===== src/rtl/instr_feed_queue.sv =====
// Instruction-feed FIFO between the machine-code source and decode.
// Each accepted word is tagged with its PC and an illegal-encoding flag; flush redirects the PC.
module instr_feed_queue #(
    parameter int unsigned XLEN     = 32,
    parameter int unsigned DEPTH    = 8,
    parameter int unsigned PC_W     = 32,
    parameter int unsigned RESET_PC = 0,
    parameter int unsigned PC_STEP  = 4
) (
    input  logic                     clk,
    input  logic                     reset,
    input  logic                     in_valid,
    output logic                     in_ready,
    input  logic [XLEN-1:0]          in_code,
    output logic                     out_valid,
    input  logic                     out_ready,
    output logic [XLEN-1:0]          out_code,
    output logic [PC_W-1:0]          out_pc,
    output logic                     out_illegal,
    input  logic                     flush,
    input  logic [PC_W-1:0]          flush_pc,
    output logic [$clog2(DEPTH):0]   count
);
    localparam int unsigned AW = $clog2(DEPTH);
    localparam int unsigned CW = AW + 1;

    // Handshake: a transfer happens on a rising edge where valid && ready are both high
    // and flush is low; ready never depends on the partner's valid in the same cycle.

    logic [XLEN-1:0] mem_code [DEPTH];
    logic [PC_W-1:0] mem_pc   [DEPTH];
    logic [DEPTH-1:0] mem_ill;

    logic [AW-1:0]   wptr;
    logic [AW-1:0]   rptr;
    logic [CW-1:0]   count_q;
    logic [PC_W-1:0] next_pc;

    logic push;
    logic pop;

    assign in_ready  = (count_q < CW'(DEPTH));
    assign out_valid = (count_q != '0);
    assign push      = in_valid && in_ready && !flush;
    assign pop       = out_valid && out_ready && !flush;
    assign count     = count_q;

    // Head is read straight from storage; outputs are forced to zero while empty.
    assign out_code    = out_valid ? mem_code[rptr] : '0;
    assign out_pc      = out_valid ? mem_pc[rptr]   : '0;
    assign out_illegal = out_valid ? mem_ill[rptr]  : 1'b0;

    always_ff @(posedge clk) begin
        if (push && !reset) begin
            mem_code[wptr] <= in_code;
            mem_pc[wptr]   <= next_pc;
            mem_ill[wptr]  <= (in_code[1:0] != 2'b11);
        end
    end

    always_ff @(posedge clk) begin
        if (reset) begin
            wptr    <= '0;
            rptr    <= '0;
            count_q <= '0;
            next_pc <= PC_W'(RESET_PC);
        end else if (flush) begin
            wptr    <= '0;
            rptr    <= '0;
            count_q <= '0;
            next_pc <= flush_pc;
        end else begin
            if (push) begin
                wptr    <= wptr + AW'(1);
                next_pc <= next_pc + PC_W'(PC_STEP);
            end
            if (pop) begin
                rptr <= rptr + AW'(1);
            end
            // Simultaneous push and pop leaves occupancy unchanged.
            if (push && !pop) begin
                count_q <= count_q + CW'(1);
            end else if (pop && !push) begin
                count_q <= count_q - CW'(1);
            end
        end
    end

endmodule


===== config.mk =====
export PLATFORM = sky130hd
export DESIGN_NAME = instr_feed_queue
export DESIGN_NICKNAME = d
export VERILOG_FILES = /design/src/rtl/instr_feed_queue.sv
export SDC_FILE = /design/constraint.sdc
export NUM_CORES = 1
export LEC_CHECK = 0
export CORE_UTILIZATION = 52
export DETAILED_ROUTE_END_ITERATION = 8
export PLACE_DENSITY = 0.74
export SYNTH_ARGS = -nofsm -noshare
export SYNTH_HDL_FRONTEND = slang
export SYNTH_SLANG_ARGS = --single-unit

===== constraint.sdc =====
create_clock -name clk -period 12.6 [get_ports clk]
set_input_delay 3.78 -clock clk [delete_from_list [all_inputs] [get_ports clk]]
set_output_delay 3.78 -clock clk [all_outputs]
set_load 0.02 [all_outputs]

==> results_dict.tcl, run 1 <==
set metrics [dict create \
    clkTransAtPathRegs_ns 0.06 \
    hpwl_um 24200 \
    antenna_left 0 \
    fin_skew_ns 0.0164 \
    hold_slack_ns 0.550 \
    synth_top_area_frac 0.703 \
    rsz0062_at_grt "false" \
    antenna_found_initial 0 \
    vias 11300 \
    port_buffers 139 \
    dieArea_mm2 0.0435 \
    drive_above_1_share 0.179 \
    vdd_ir_drop_max_mv 0.0974 \
    worst-endpoint-arrival_ns 3.90 \
    fin_crit_sh 0.610 \
    drcViolationCount 0 \
    num_rows 75 \
    post_dp_cell_area_mm2 0.0242 \
    syn2layout_area_growth_pct 16.8 \
    postCtsHoldBufs 0 \
    synth.distinct_cells 55 \
    cp_max_fo 71 \
    maxCapViolCount 0 \
    die_x_um 209 \
    fin_area_mm2 0.0259 \
    post_cts_buffers 0 \
    worstSetupPathType "reg2out" \
    dr.pass1.iters 5 \
    netlist_area_mm2 0.0222 \
    cts_buffers 54 \
    synth_top_cell_by_area "edfxtp_1" \
    power_leakage_nw 7.97 \
    h-tree-depth 2 \
    required_ns 8.82 \
    slew_violations 0 \
    grt_pass1_vias 11600 \
    crit_chain "buf_4 -> mux4_2 -> mux2i_1 -> nor2_1 -> clkdlybuf4s50_1" \
    slowest_stage "dfxtp_4" \
    grt_pass1_wl_um 69700 \
    start_kind "flop" \
    min_period_ns 7.68 \
    synthTopCellsByArea "edfxtp_1 (70%), mux4_2 (13%), dfxtp_1 (4.1%)" \
    clock_sinks 565 \
    fin_nets 1369 \
    synth_ff_type "edfxtp_1" \
    grt_max_degree 111 \
    max_freq_ghz 0.130 \
    grt_use_total 0.215 \
    ios 140 \
    ys_warn_count 0 \
    power_density_mw_per_mm2 150 \
    slowest_delay_ns 0.93 \
    yosysMostFrequentCell "edfxtp_1" \
    synth_fp_nets 1216 \
    cts_tree "built" \
    hold_class "reg2reg" \
    die_h_um 209 \
    drtIter0Drc 1040 \
    coreArea_mm2 0.0420 \
    slew-limit-headroom 0.266 \
    gp_congestion 0.803 \
    wl_per_cell_um 24.2 \
    cts_root_buf "clkbuf_16" \
    synthArstFlopShare 0 \
    worst_pin_slew_ns 1.09 \
    overflow 0 \
    outcome "completed" \
    setup_viol 0 \
    wirelength_um 45300 \
    clock_latency_ns 0.59 \
    cts-resized-gates 0 \
    hold_viol 0 \
    synth-seq-area-share 0.744 \
    clock_path_buffers 3 \
    synth_edf_count 520 \
    syn_area_per_cell_um2 19.5 \
    synth_cells 1140 \
    synth_common_cells "edfxtp_1 (520), mux4_2 (130), nor2_1 (112), mux2i_1 (74), dfxtp_1 (45)" \
    initial_utilization 0.528 \
    crit_path_end_kind "primary output" \
    post-route-util 0.617 \
    via_per_inst 6.01 \
    ys_ff_latch 565 \
    setup_tns_ns 0 \
    diodes 0 \
]
worst max-delay path, delay by kind of cell (launching register included):
family / cells / cell delay, ns
and+or+nand+nor: 1 / 0.26
buffers and inverters: 2 / 1.56
muxes: 2 / 0.46
DFF: 1 / 0.93
placed cells by master (no fill, tap or decap), drive strengths merged, types with 8 or more instances in the layout:
cell and n:
mux2i 74, clkbuf 75, a311oi 8, buf 20
nand3 15, inv 12, a211oi 11, dfxtp 45
nand2 25, xor2 9, nand4 11, nor3 8
clkinv 17, nor2 112, mux4 130, nor4 9
edfxtp 520, clkdlybuf4s50 139, a21oi 8
stage by stage:
step                      power, mW  std cells  setup WS (ns)
after CTS                      3.92       1874           4.88
after global placement         2.37       1776           5.43
after floorplan                2.26       1140          0.623
final                          3.89       1874           4.92
after global routing           4.01       1874           4.74
after detailed placement       2.38       1776           5.37
final timing paths:
check | cells past startpoint | slack [ns] | end | startpoint
worst max register to register | 11 | 9.34 | count[3] | count[3]
worst min register to register | 2 | 0.55 | flop | rptr[1]
worst min-delay path | 2 | 0.55 | flop | rptr[1]
worst max-delay path | 5 | 4.92 | out_pc[1] | flop
layer usage:
layer  routed length, um  global-route usage  vias up
li1                    -                   -     4944
met1               20300               0.321     5861
met2               21400               0.334      396
met3                2820              0.0349       58
met4                 816              0.0570        0
met5                   0                   0        -
flip-flops by register name, indices dropped and copies added (netlist names), named ones only:
register	cells
mem_pc	256
next_pc	32
mem_ill	8
mem_code	256
wptr	3
count	4
rptr	3
final cells by class:
class	count	area (um^2)
tap	539	674
multi-input combinational	502	5430
sequential	565	16500
clock inverter	23	194
clock buffer	75	1510
timing repair buffer	159	1550
fill	2945	16100
inverter	11	41.3
power by group:
part | switching, mW | internal [mW] | total, mW | leakage, nW
clock network | 0.657 | 0.898 | 1.56 | 0.826
registers | 0.0329 | 2.07 | 2.10 | 5.11
logic | 0.128 | 0.108 | 0.236 | 2.04
total | 0.819 | 3.07 | 3.89 | 7.97
cell families (layout without fill, tap and decap cells):
| logic type | Yosys count | in the layout | synth area share |
|---|---|---|---|
| and+or+nand+nor | 225 | 225 | 0.0496 |
| muxes | 204 | 204 | 0.165 |
| xor gates and xnor gates | 15 | 15 | 0.00592 |
| DFF | 565 | 565 | 0.744 |
| AOI/OAI and AO/OA | 51 | 51 | 0.0173 |
| adders and majority gates | 7 | 7 | 0.00428 |
| buffers and inverters | 73 | 268 | 0.0136 |
No activity file was read; power rests on OpenSTA's default activity.
==> inputs of run 2 (changes only) <==
==> constraint.sdc (replaced) <==
create_clock -name clk -period 6.3 [get_ports clk]
set_input_delay 1.89 -clock clk [delete_from_list [all_inputs] [get_ports clk]]
set_output_delay 1.89 -clock clk [all_outputs]
set_load 0.02 [all_outputs]
==> run 2 against run 1 <==
Non-clock buffer count is 6 higher. Clock power is 94% higher. Sequential share of layout area is 0.24 points lower. Die area stayed put. Critical path type unchanged. Highest routed layer unchanged.
==> results_dict.tcl, run 2 (synthesis gave the netlist of run 1 again) <==
set metrics [dict create \
    outcome "completed" \
    regToRegEndpoint "next_pc[25]" \
    grt_max_degree 66 \
    fin_skew_ns 0.0146 \
    largest_registers "mem_code x256, mem_pc x256, next_pc x32" \
    maxCapViolCount 0 \
    num_rows 75 \
    crit_path_end_kind "primary output" \
    slew-limit-headroom 0.221 \
    die_x_um 209 \
    dieArea_mm2 0.0435 \
    layout_commonest_cell "edfxtp_1" \
    postCtsHoldBufs 0 \
    slew_violations 0 \
    setup_slack_ns 1.15 \
    wl_per_cell_um 24.0 \
    vias 11200 \
    dr.pass1.iters 4 \
    max_freq_ghz 0.194 \
    drcViolationCount 0 \
    worstSetupPathType "reg2out" \
    hpwl_um 25200 \
    hold_viol 0 \
    instances_no_fill 1876 \
    start_kind "flop" \
    overflow 0 \
    hp-start "rptr[1]" \
    crit_family "buffers and inverters" \
    setup_viol 0 \
    slowest_delay_ns 0.69 \
    power_leakage_nw 8.01 \
    reg2reg_from "next_pc[4]" \
    cp_max_fo 46 \
    power_density_mw_per_mm2 296 \
    slowest_stage "dfxtp_4" \
    post-route-util 0.619 \
    fin_nets 1373 \
    min_period_ns 5.15 \
    post_cts_buffers 0 \
    drtIter0Drc 917 \
    worst_pin_slew_ns 1.16 \
    coreArea_mm2 0.0420 \
    cts_root_buf "clkbuf_16" \
    hold_class "reg2reg" \
    clock_latency_ns 0.58 \
    cts-resized-gates 0 \
    clkTransAtPathRegs_ns 0.07 \
    antenna_found_initial 1 \
    die_h_um 209 \
    fin_crit_sh 0.817 \
    reg2reg_slack_ns 3.26 \
    grt_pass1_vias 11600 \
    final_cell_mix "edfxtp_1 (520), clkdlybuf4s50_1 (139), mux4_2 (130)" \
    cts_buffers 52 \
    clock_path_buffers 3 \
    required_ns 4.41 \
    worst-path-stages 5 \
    clock_sinks 565 \
    gp_congestion 0.818 \
    crit_end "out_pc[4]" \
    reg2regPathDepth 4 \
    grt_use_total 0.211 \
    drive_above_1_share 0.186 \
    rsz0062_at_grt "false" \
    syn2layout_area_growth_pct 17.3 \
    dpl.cell_count 1782 \
    grt_pass1_wl_um 68900 \
    place_ws_ns 1.44 \
    h-tree-depth 2 \
    vdd_ir_drop_max_mv 0.189 \
    wirelength_um 45100 \
    via_per_inst 5.98 \
    cts_tree "built" \
    antenna_left 0 \
    initial_utilization 0.528 \
    critPathBufInv 2 \
    port_buffers 139 \
    crit_chain "buf_12 -> mux4_2 -> mux2i_1 -> nor2_1 -> clkdlybuf4s50_1" \
    hold_slack_ns 0.565 \
    worst-endpoint-arrival_ns 3.26 \
    fillCellCount 2942 \
    ios 140 \
    diodes 0 \
]
==> run 2: cell count changes in the layout (fill, tap and decap cells not counted), sizes merged <==
cell,delta
clkbuf,-11
bufinv,+1
clkinv,+6
clkinvlp,-1
buf,+6
inv,+1
==> run 2: worst min-delay path by stage <==
stage	endpoint	cells past startpoint
3_5_place_dp	flop	2
4_1_cts	flop	2
6_report	flop	2
5_1_grt	flop	2
3_3_place_gp	flop	2
2_1_floorplan	flop	2
==> run 2: tightest hold or removal path, cell delays in order (launching register included) <==
cell     delay, ns
dfxtp_1       0.36
nand2_1       0.08
a21oi_1       0.08
==> run 2: per-layer routing <==
layer	routed length, um	up-vias	GRT usage
met5	0	-	0
met2	21800	442	0.340
li1	-	4944	-
met4	765	0	0.0527
met3	3280	57	0.0385
met1	19200	5776	0.301
==> run 2: through the flow <==
step                      cell area (um^2)  setup TNS (ns)  total power, mW
final                                26000               0             7.70
after global routing                 26000               0             7.93
after CTS                            26000               0             7.76
after detailed placement             24400               0             4.76
after global placement               24400               0             4.75
after floorplan                      22200         -566.03             4.51
==> run 2: final cells by class <==
| cell class | count | area, um^2 | share of cell area |
|---|---|---|---|
| multi-input cells | 502 | 5450 | 0.209 |
| clock inverters | 30 | 248 | 0.00952 |
| flip-flops and latches | 565 | 16500 | 0.635 |
| inverters | 11 | 41.3 | 0.00159 |
| clock buffers | 64 | 1400 | 0.0537 |
| repair buffers | 165 | 1700 | 0.0653 |
| well taps | 539 | 674 | 0.0259 |
==> run 2: where the power goes <==
part / leakage, nW / switching, mW / total [mW] / internal [mW]
registers: 5.11 / 0.0659 / 4.20 / 4.14
logic: 2.09 / 0.255 / 0.474 / 0.219
clock network: 0.816 / 1.30 / 3.03 / 1.73
total: 8.02 / 1.62 / 7.70 / 6.09
